File: config.mk
export PLATFORM = sky130hd
export DESIGN_NAME = testpat_multi
export DESIGN_NICKNAME = d
export VERILOG_FILES = /design/src/rtl/testpat_multi.sv
export SDC_FILE = /design/constraint.sdc
export NUM_CORES = 1
export LEC_CHECK = 0
export CORE_UTILIZATION = 50
export CTS_CLUSTER_DIAMETER = 100
export DETAILED_ROUTE_END_ITERATION = 8
export HOLD_SLACK_MARGIN = 0.08
export PLACE_DENSITY = 0.78
export SYNTH_ARGS = -nofsm -noshare
export SYNTH_HDL_FRONTEND = slang
export SYNTH_SLANG_ARGS = --single-unit
File: constraint.sdc
create_clock -name CLOCK_50 -period 2.3 [get_ports CLOCK_50]
set_input_delay 0.575 -clock CLOCK_50 [delete_from_list [all_inputs] [get_ports CLOCK_50]]
set_output_delay 0.575 -clock CLOCK_50 [all_outputs]
set_load 0.05 [all_outputs]
File: src/rtl/testpat_multi.sv
// Multi-channel test-pattern generator: START/STOP run control, elapsed-cycle counter,
// and toggle / LFSR / walking-one pattern sources gated by a per-channel enable mask.
module testpat_multi #(
    parameter int          CH      = 4,
    parameter int          CNT_W   = 32,
    parameter int unsigned MAX_CYC = 0,
    parameter logic [15:0] SEED    = 16'hACE1
) (
    input  logic             CLOCK_50,
    input  logic             RESET_N,
    input  logic             START,
    input  logic             STOP,
    input  logic [1:0]       MODE,
    input  logic [CH-1:0]    CH_EN,
    output logic [CH-1:0]    PAT,
    output logic             RO,
    output logic             OW,
    output logic             DONE,
    output logic [CNT_W-1:0] Laikas
);

    typedef enum logic {S_IDLE, S_RUN} state_t;

    localparam logic [CNT_W-1:0] MAX_V = CNT_W'(MAX_CYC);

    // Bit 0 carries START, bit 1 carries STOP through the same synchroniser path.
    logic [1:0]       w_req;
    logic [1:0]       r_sync1;
    logic [1:0]       r_sync2;
    logic [1:0]       r_prev;
    logic [1:0]       r_arm;
    logic [1:0]       r_vld;
    logic [1:0]       w_evt;

    state_t           r_state;
    logic [CNT_W-1:0] r_laikas;
    logic             r_ow;
    logic             r_done;
    logic             r_auto;
    logic [1:0]       r_mode;
    logic [15:0]      r_lfsr;
    logic [CH-1:0]    r_walk;
    logic [CH-1:0]    r_tog;
    logic [CH-1:0]    w_tog_init;
    logic [CH-1:0]    w_pat_raw;
    logic [15:0]      w_lfsr_next;
    logic             w_run;
    logic             w_leave;
    logic             w_enter;
    logic             w_lk_max;
    logic             w_at_limit;

    assign w_req = {STOP, START};

    // An edge only counts once the synchronised input has been seen low after reset,
    // so a request held high through reset cannot fire on release.
    always_ff @(posedge CLOCK_50 or negedge RESET_N) begin
        if (!RESET_N) begin
            r_sync1 <= '0;
            r_sync2 <= '0;
            r_prev  <= '0;
            r_arm   <= '0;
            r_vld   <= '0;
        end else begin
            r_sync1 <= w_req;
            r_sync2 <= r_sync1;
            r_prev  <= r_sync2;
            r_vld   <= {r_vld[0], 1'b1};
            r_arm   <= r_arm | ({2{r_vld[1]}} & ~r_sync2);
        end
    end

    assign w_evt = r_sync2 & ~r_prev & r_arm;

    generate
        for (genvar gi = 0; gi < CH; gi++) begin : g_tog_init
            assign w_tog_init[gi] = ((gi % 2) == 1);
        end
    endgenerate

    assign w_run       = (r_state == S_RUN);
    assign w_lk_max    = &r_laikas;
    assign w_at_limit  = (MAX_CYC != 0) && (r_laikas == MAX_V);
    assign w_leave     = w_run && (w_evt[1] || r_auto);
    assign w_enter     = w_evt[0] && !w_leave;
    assign w_lfsr_next = {r_lfsr[14:0], r_lfsr[15] ^ r_lfsr[13] ^ r_lfsr[12] ^ r_lfsr[10]};

    always_ff @(posedge CLOCK_50 or negedge RESET_N) begin
        if (!RESET_N) begin
            r_state  <= S_IDLE;
            r_laikas <= '0;
            r_ow     <= 1'b0;
            r_done   <= 1'b0;
            r_auto   <= 1'b0;
            r_mode   <= 2'd0;
            r_lfsr   <= SEED;
            r_walk   <= '0;
            r_tog    <= '0;
        end else begin
            r_done <= 1'b0;
            if (w_leave) begin
                r_state <= S_IDLE;
                r_done  <= 1'b1;
                r_auto  <= 1'b0;
            end else if (w_enter) begin
                r_state  <= S_RUN;
                r_laikas <= '0;
                r_ow     <= 1'b0;
                r_auto   <= 1'b0;
                r_mode   <= MODE;
                r_lfsr   <= SEED;
                r_walk   <= CH'(1);
                r_tog    <= w_tog_init;
            end else if (w_run) begin
                // Hitting the auto-stop count holds the counter and stops one edge later.
                if (w_lk_max) begin
                    r_ow <= 1'b1;
                end else if (!w_at_limit) begin
                    r_laikas <= r_laikas + 1'b1;
                end
                if (w_at_limit) begin
                    r_auto <= 1'b1;
                end
                r_lfsr <= w_lfsr_next;
                r_walk <= (r_walk << 1) | (r_walk >> (CH - 1));
                r_tog  <= ~r_tog;
            end
        end
    end

    always_comb begin
        w_pat_raw = '0;
        if (w_run) begin
            case (r_mode)
                2'd1:    w_pat_raw = r_tog;
                2'd2:    w_pat_raw = r_lfsr[CH-1:0];
                2'd3:    w_pat_raw = r_walk;
                default: w_pat_raw = '0;
            endcase
        end
    end

    assign PAT    = w_pat_raw & CH_EN;
    assign RO     = w_run;
    assign OW     = r_ow;
    assign DONE   = r_done;
    assign Laikas = r_laikas;

endmodule

Word level (Yosys, flattened, before mapping)
Index checks and enable logic that the tools add are counted.
{"block": "totals", "reg_bits": 72, "out_inout_bits": 39, "inputBits": 10, "elab_cells": 63}
{"block": "classes", "n_reduce_logical": 12, "n_mux": 19, "n_bitwise": 13, "n_eq_ne": 4, "n_addsub": 1}
{"cell": "32-bit two-way mux", "count": 3}
{"cell": "32-bit by 1-bit adder with 32-bit output (second input constant)", "count": 1}
{"cell": "16-bit two-way mux", "count": 2}
{"cell": "32-bit AND reduction", "count": 1}
{"cell": "4-bit two-way mux", "count": 5}
{"cell": "4-bit case mux with 3 select lines", "count": 1}
{"cell": "1-bit two-way mux", "count": 8}
{"cell": "2-bit AND", "count": 3}
{"cell": "3-bit AND reduction", "count": 2}
{"cell": "2-bit nonzero test", "count": 3}
{"cell": "4-bit AND", "count": 1}
{"cell": "2-bit equality test (second input constant)", "count": 2}
{"cell": "2-bit inverter", "count": 2}
{"cell": "4-bit inverter", "count": 1}
{"cell": "4-bit by 1-bit bitwise OR with 4-bit output", "count": 1}
{"cell": "2-bit AND reduction", "count": 2}
{"cell": "1-bit XOR", "count": 3}
{"cell": "2-bit by 1-bit equality test with 1-bit output (second input constant)", "count": 1}
{"cell": "1-bit logical AND", "count": 2}
{"cell": "2-bit inequality test (second input constant)", "count": 1}
{"cell": "2-bit bitwise OR", "count": 1}
{"cell": "1-bit logical NOT", "count": 1}
{"cell": "1-bit logical OR", "count": 1}
{"cell": "1-bit inverter", "count": 1}

Longest topological paths before layout
Gate-level depths: netlist (run 1).
{"block": "depth", "depth_word": 9, "depth_mapped": 8, "ltp_nobuf": 5}

Worst setup path before layout (run 1)
Ideal clock, no wire load.
{"block": "synth_path", "path_type": "register to register", "from": "reg r_laikas[22] (netlist: Laikas[22])", "to": "reg r_laikas[29] (netlist: Laikas[29])", "period_less_slack_ps": 2376, "stages_incl_launch_ff": 8, "setup_slack_ps": -76, "arrival_ps": 2242, "n_path_buf": 2, "t_required_ps": 2166, "setup_time_ps": 134, "cell_sequence": "dfrtp_1 -> nand4_2 -> or4_1 -> buf_6 -> nor3_4 -> clkbuf_1 -> or4_1 -> a21oi_2"}
{"block": "synth_via", "elab_chain_len": 4, "word_cells_on_any_way": 7, "cone_classes": "1 x add/sub; 1 x eq/ne; 3 x mux; 2 x reduce/logical"}
{"element": "start: declaration", "line": "36", "rtl": "logic [CNT_W-1:0] r_laikas;"}
{"element": "start signal: assignment", "line": "119", "rtl": "r_laikas <= r_laikas + 1'b1;"}
{"element": "32-bit by 1-bit adder with 32-bit output", "line": "119"}
{"element": "32-bit two-way mux", "line": "116", "rtl": "if (w_lk_max) begin"}
{"element": "32-bit two-way mux", "line": "114", "rtl": "end else if (w_run) begin"}
{"element": "32-bit two-way mux", "line": "105", "rtl": "end else if (w_enter) begin"}
Parallel ways exist; a longest one is shown, timed or not. The select of a mux whose other input is x is not followed.
A chain may end at the register's enable or synchronous reset.

Worst setup path after layout (run 1)
{"block": "layout_path", "from": "reg r_laikas[0] (netlist: Laikas[0])", "to": "out Laikas[0]"}
{"element": "end: declaration", "line": "19", "rtl": "output logic [CNT_W-1:0] Laikas"}
No word-level cell between the ends.

==> results of run 1 <==
-- synthesized netlist by cell type (2+ instances only) --
| cell type | number |
|---|---|
| nor4_1 | 2 |
| inv_1 | 6 |
| nor2_1 | 19 |
| a22o_1 | 11 |
| o211ai_1 | 3 |
| clkbuf_1 | 10 |
| or4_2 | 3 |
| a21o_1 | 2 |
| a22oi_1 | 4 |
| nand2_1 | 51 |
| a21oi_1 | 22 |
| dfstp_2 | 8 |
| o21ai_2 | 4 |
| or2_2 | 2 |
| dfrtp_1 | 63 |
| nor4_4 | 2 |
| buf_6 | 2 |
| or3_1 | 5 |
| o21ai_1 | 2 |
| o31ai_2 | 2 |
| nand3_1 | 12 |
| mux2_2 | 6 |
| a21oi_2 | 4 |
| and4_1 | 6 |
| xnor2_1 | 5 |
| buf_2 | 5 |
| nand4_1 | 20 |
| or4_1 | 22 |
| and3_1 | 3 |
| o31ai_1 | 17 |
| and2_1 | 2 |
| o21ai_0 | 3 |
-- cells by family (layout without fill, tap and decap cells) --
family | Yosys count | after routing | share of synthesized area [%]
flip-flops | 71 | 71 | 51.3
AO/OA/AOI/OAI | 74 | 74 | 15.0
multiplexers | 7 | 7 | 2.23
other | 1 | 1 | 0.108
adder cells (fa/ha/maj) | 1 | 1 | 0.359
buffers and inverters | 26 | 88 | 3.99
AND/OR/NAND/NOR | 156 | 156 | 25.5
XOR/XNOR | 6 | 6 | 1.51
-- worst paths after layout --
path,to,slack (ns),cells after the start
min,r_walk[3],0.23,2
max,Laikas[0],0.06,2
min reg2reg,r_vld[1],0.35,0
max reg2reg,Laikas[31],0.14,6
min in group CLOCK_50,r_vld[1],0.35,0
max in group asynchronous,r_lfsr[5],1.72,2
-- registers in the layout (all words and copies together) (netlist names) --
| signal | flops |
|---|---|
| DONE | 1 |
| r_vld | 2 |
| r_lfsr | 16 |
| r_sync1 | 2 |
| r_prev | 2 |
| OW | 1 |
| RO | 1 |
| r_sync2 | 2 |
| r_arm | 2 |
| r_mode | 2 |
| Laikas | 32 |
| r_walk | 4 |
| r_tog | 4 |
-- routing by layer --
metal / share of wire, % / routed length [microns] / GRT usage, % / vias to the layer above
li1: - / - / - / 1397
met5: 0 / 0 / 0 / -
met4: 0.97 / 77 / 7.12 / 0
met1: 46 / 3650 / 32.0 / 1489
met3: 4.7 / 374 / 5.45 / 10
met2: 49 / 3860 / 34.6 / 75
-- layout make-up --
cell class                 instances  area [sq um]
timing repair buffer              66           678
clock inverter                     6          92.6
fill                             565          2370
clock buffer                      10           128
multi-input combinational        245          1560
inverter                           6          22.5
sequential                        71          1800
tap                               80           100
-- per-stage QoR --
stage	power [mW]	util (%)	worst slack (ns)	instances	instance area (sq um)
5_1_grt	3.56	64.9	0.00159	484	4380
3_5_place_dp	2.32	61.4	0.0863	468	4150
4_1_cts	3.43	64.7	0.0186	484	4370
6_report	3.41	64.9	0.0561	484	4380
3_3_place_gp	2.30	61.4	0.149	468	4150
2_1_floorplan	2.04	-	0.00751	342	3490
-- power breakdown --
part / switching [mW] / total, mW / internal [mW]
sequential: 0.137 / 1.58 / 1.45
clock: 0.491 / 1.11 / 0.617
combinational: 0.404 / 0.722 / 0.317
-- worst register-to-register path: cells and delay by family, from the launching register on --
| family | cells | cell delay, ns |
|---|---|---|
| buf+inv | 1 | 0.24 |
| compound gates | 1 | 0.16 |
| simple gates | 4 | 1.25 |
| flops | 1 | 0.43 |
-- cells in the final DEF (no fill, tap or decap), drive strengths merged, types with 3 or more instances in the layout --
cell           instances
and3                   3
xnor2                  5
or3                    6
o21ai                  9
o211ai                 3
o31ai                 19
mux2                   6
nor4                   4
a22oi                  4
clkdlybuf4s50         40
nor2                  19
nand2                 51
nand4                 21
nand3                 12
or4                   25
a22o                  11
buf                   24
clkbuf                10
dfrtp                 63
dfstp                  8
a21oi                 26
inv                    7
and4                   7
==> results by group, run 1 <==
Routing
  • Routed WL: 7960 microns
  • DRC viols: 0
  • Number of vias in the routed layout: 2,971
  • Vias/cell: 6.14
  • Number of detailed-route iterations in the first pass: 4
  • Detailed Route Iter0 Violations: 201
  • Post-DRT Antenna Nets: 0
  • Wire length per cell: 16.5 microns

Timing
  • Worst hold margin: 0.229 ns
  • Hold Violations, Final: 0
  • Rel. slew slack: 38.6%
  • Final setup fails: 0
  • Max-slew violations: 0
  • Fmax: 446 MHz
  • Worst Skew: 0.0130 ns
  • Part of the cycle the worst path needs: 97.6%
  • Min Tclk post-route: 2.24 ns
  • Worst slew pin tran: 0.917 ns
  • RSZ-0062 raised after global routing: no
  • TNS Setup: 0 ns

Finish
  • Fin nets: 410
  • Layout area overhead: 25.9%
  • Antenna diodes: 0
  • Share of layout cells above drive strength 1: 21.0%

Critical path
  • Worst R2R Start: Laikas[3]
  • Crit end category: primary output
  • Worst EP arrival: 1.67 ns
  • WP buf/inv: 2
  • Worst EP required: 1.73 ns
  • Worst-path cell chain: buf_4 > clkdlybuf4s50_1
  • Crit Path Class: register to primary output
  • Crit-path leading delay family: buffers and inverters
  • CP startpoint kind: register
  • Critical Path Start: Laikas[0]
  • Slowest CP cell: clkdlybuf4s50_1
  • Critical Path Max Stage Delay: 0.81 ns
  • CP Max Fanout: 5

Global routing
  • Initial antenna violation count: 0
  • Gr usage total: 22.6%
  • Vias in the first global route: 2,727
  • Largest net degree at the start of global routing: 72
  • Global-route wire length before repair: 12,900 microns
  • Grt total ovfl: 0

Logic synthesis
  • Area leader, netlist: dfrtp_1
  • Number of synthesized flops with an enable pin: 0
  • Syn Nets: 353
  • Ys Warns: 0
  • Avg Inst Size Synth: 10.2 sq um
  • Sequential share of the synthesized area: 51.3%
  • Mapped Cells: 342
  • Library cells used by synthesis: 46
  • Top FF cell, synth: dfrtp_1
  • Ys async rst share: 100%
  • Share of the synthesized area in the top cell type: 45.3%
  • Seq cells post-synth: 71
  • Synth Cell Area: 0.00348 sq mm
  • Top cells by area, synth: dfrtp_1 (45%), dfstp_2 (6.0%), nand2_1 (5.5%)

Placement
  • Routability Congestion: 0.796
  • DP Wirelength: 5330 microns
  • PortBufs: 48

Clocking
  • Clock sink count: 71
  • CTS root buf: clkbuf_8
  • H-Tree Depth: 3
  • Num CTS Buffers: 9
  • Post-CTS sizing: 0
  • Clock Latency Late Sink: 0.34 ns
  • CTS tree: built
  • Setup Fix Bufs, Post-CTS: 0
  • Hold-fix buffers, CTS: 0
  • Max Root-Sink Buffers: 2
  • Worst-path clk slew: 0.08 ns

Die
  • Core ar.: 0.00676 sq mm
  • Row cnt: 30
  • Die Span Y: 85.4 microns
  • Number of top-level pins: 49
  • DIE AREA: 0.00730 sq mm
  • Die Width: 85.4 microns
  • Initial Util: 51.5%

Min path
  • Hold Path Class: input pin to async pin

Power and ir drop
  • Power per Cell Area: 779 mW/mm^2
  • Worst VDD drop: 0.630 mV
  • Leakage: 1.84 nW

Run
  • Max-cap viol count: 0

Outcome
  • Outcome: finished clean
Power figures use the tool's default switching activity.
==> run 2, diff against run 1 <==
--- a/config.mk
+++ b/config.mk
@@ -5,11 +5,11 @@
 export SDC_FILE = /design/constraint.sdc
 export NUM_CORES = 1
 export LEC_CHECK = 0
-export CORE_UTILIZATION = 50
+export CORE_UTILIZATION = 25
 export CTS_CLUSTER_DIAMETER = 100
 export DETAILED_ROUTE_END_ITERATION = 8
 export HOLD_SLACK_MARGIN = 0.08
-export PLACE_DENSITY = 0.78
+export PLACE_DENSITY = 0.47
 export SYNTH_ARGS = -nofsm -noshare
 export SYNTH_HDL_FRONTEND = slang
 export SYNTH_SLANG_ARGS = --single-unit
==> run 2 against run 1 <==
  * Flip-flop and latch count did not move
  * Worst setup slack improved by 0.0092 ns
  * Largest cell class unchanged
  * Maximum frequency is 0.41% higher
  * First-iteration DRC count down 37%
  * Global-route usage decreased by 8.7 points
  * Sequential share of layout area fell by 2.1 points
  * Clock skew shrank 0.0060 ns
  * Via count shrank 1.9%
==> results by group, run 2 (synthesized netlist as in run 1, its figures left out) <==
Routing
  • Wire length per cell: 15.8 microns
  • Number of detailed-route iterations in the first pass: 4
  • DRC viols: 0
  • Post-DRT Antenna Nets: 0
  • Number of vias in the routed layout: 2,916
  • Vias/cell: 4.96
  • Detailed Route Iter0 Violations: 127
  • Routed WL: 9310 microns

Critical path
  • Critical Path Max Stage Delay: 0.80 ns
  • Worst R2R Start: Laikas[27]
  • Worst-path cell chain: buf_4 > clkdlybuf4s50_1
  • CP startpoint kind: register
  • Crit end category: primary output
  • Worst EP arrival: 1.66 ns
  • Worst EP required: 1.73 ns
  • CP Max Fanout: 4
  • Reg-to-reg slack, setup: 0.16 ns
  • Slowest CP cell: clkdlybuf4s50_1
  • Critical Path Start: Laikas[11]
  • Crit Path Class: register to primary output

Finish
  • Most frequent cells in the layout: dfrtp_1 (55), nand2_1 (50), clkdlybuf4s50_1 (36)
  • Fin util: 34.4%
  • Share of layout cells above drive strength 1: 23.3%
  • Fin nets: 418
  • Max FFs per register: 32
  • Antenna diodes: 0
  • Fill count: 1,382
  • Layout area overhead: 32.5%
  • Most common library cell in the layout ignoring fill and taps: dfrtp_1

Clocking
  • CTS tree: built
  • Num CTS Buffers: 9
  • Clock Latency Late Sink: 0.33 ns
  • Worst-path clk slew: 0.06 ns
  • CTS root buf: clkbuf_16
  • H-Tree Depth: 3
  • Max Root-Sink Buffers: 2
  • Clock sink count: 71

Timing
  • RSZ-0062 raised after global routing: no
  • Rel. slew slack: 35.8%
  • Max-slew violations: 0
  • Hold Violations, Final: 0
  • Worst slew pin tran: 0.960 ns
  • Fmax: 447 MHz
  • Min Tclk post-route: 2.23 ns
  • TNS Setup: 0 ns
  • Part of the cycle the worst path needs: 97.2%
  • Final setup fails: 0
  • Worst hold margin: 0.349 ns
  • Worst Skew: 0.00704 ns

Placement
  • Routability Congestion: 0.757
  • PortBufs: 48
  • DP Wirelength: 6370 microns

Global routing
  • Global-route wire length before repair: 15,700 microns
  • Grt total ovfl: 0
  • GR Util met2: 21.2%
  • Gr busiest metal: met2
  • Met3 global-route usage: 2.85%
  • Initial antenna violation count: 0
  • Vias in the first global route: 2,999
  • GR Layer Usage met1: 19.3%
  • Largest net degree at the start of global routing: 48
  • Gr usage total: 13.9%

Min path
  • HP Start: r_vld[0]
  • Hold Path Class: register to register

Die
  • DIE AREA: 0.0144 sq mm
  • Die Width: 120 microns
  • Number of top-level pins: 49
  • Core ar.: 0.0134 sq mm
  • Initial Util: 26.0%
  • Row cnt: 42
  • Die Span Y: 120 microns

Power and ir drop
  • Power per Cell Area: 780 mW/mm^2
  • Leakage: 1.94 nW
  • Worst VDD drop: 0.270 mV

Run
  • Max-cap viol count: 0

Outcome
  • Outcome: finished clean
## run 2: cell types whose count changed in the layout (fill, tap and decap cells not counted), moves of 2 or more
cell / change
clkinv_2: +4
bufinv_16: -2
buf_4: +10
clkbuf_8: -8
clkbuf_16: +9
clkdlybuf4s50_1: -4
## run 2: worst paths after layout
kind / end / cells past startpoint
setup / recovery: Laikas[11] / 2
hold / removal: r_vld[1] / 0
setup reg to reg: Laikas[14] / 6
hold reg to reg: r_vld[1] / 0
max in group asynchronous: r_lfsr[5] / 3
min in group asynchronous: Laikas[13] / 2
## run 2: timing repair
action | 4_1_cts | 5_1_grt
buffers inserted | 0 | 1
resized for setup | 0 | 5
hold buffers | 1 | 0
hold endpoints to repair | 3 | 0
endpoints found under the setup margin | 0 | 14
## run 2: metrics by stage
step	cell area, sq um	cells	power, mW	setup WS (ns)
2_1_floorplan	3490	342	2.04	0.00751
3_3_place_gp	4310	570	2.32	0.161
3_5_place_dp	4310	570	2.33	0.144
4_1_cts	4590	587	3.64	0.0197
5_1_grt	4610	588	3.78	0.00550
6_report	4610	588	3.60	0.0653
## run 2: layer usage
layer  vias to the layer above  share of wire [%]
li1                       1408                  -
met1                      1452                 50
met2                        50                 45
met3                         6                3.7
met4                         0               0.97
met5                         -                  0
## run 2: cell type report
| cell class | count | area [sq um] | share of cell area (%) |
|---|---|---|---|
| inverter | 6 | 22.5 | 0.488 |
| clock buffer | 10 | 239 | 5.18 |
| clock inverter | 6 | 36.3 | 0.787 |
| sequential | 71 | 1800 | 38.9 |
| tap | 176 | 220 | 4.77 |
| multi-input combinational | 245 | 1560 | 33.9 |
| timing repair buffer | 74 | 736 | 15.9 |
## run 2: worst max-delay path, delay by kind of cell (launching register included)
kind | cells | cell delay (ns)
buf+inv | 2 | 0.95
flops | 1 | 0.38
## run 2: power breakdown
group | total (mW) | switching, mW | internal (mW) | leakage [nW]
sequential | 1.59 | 0.141 | 1.45 | 0.894
combinational | 0.714 | 0.408 | 0.307 | 0.906
clock | 1.30 | 0.542 | 0.753 | 0.138
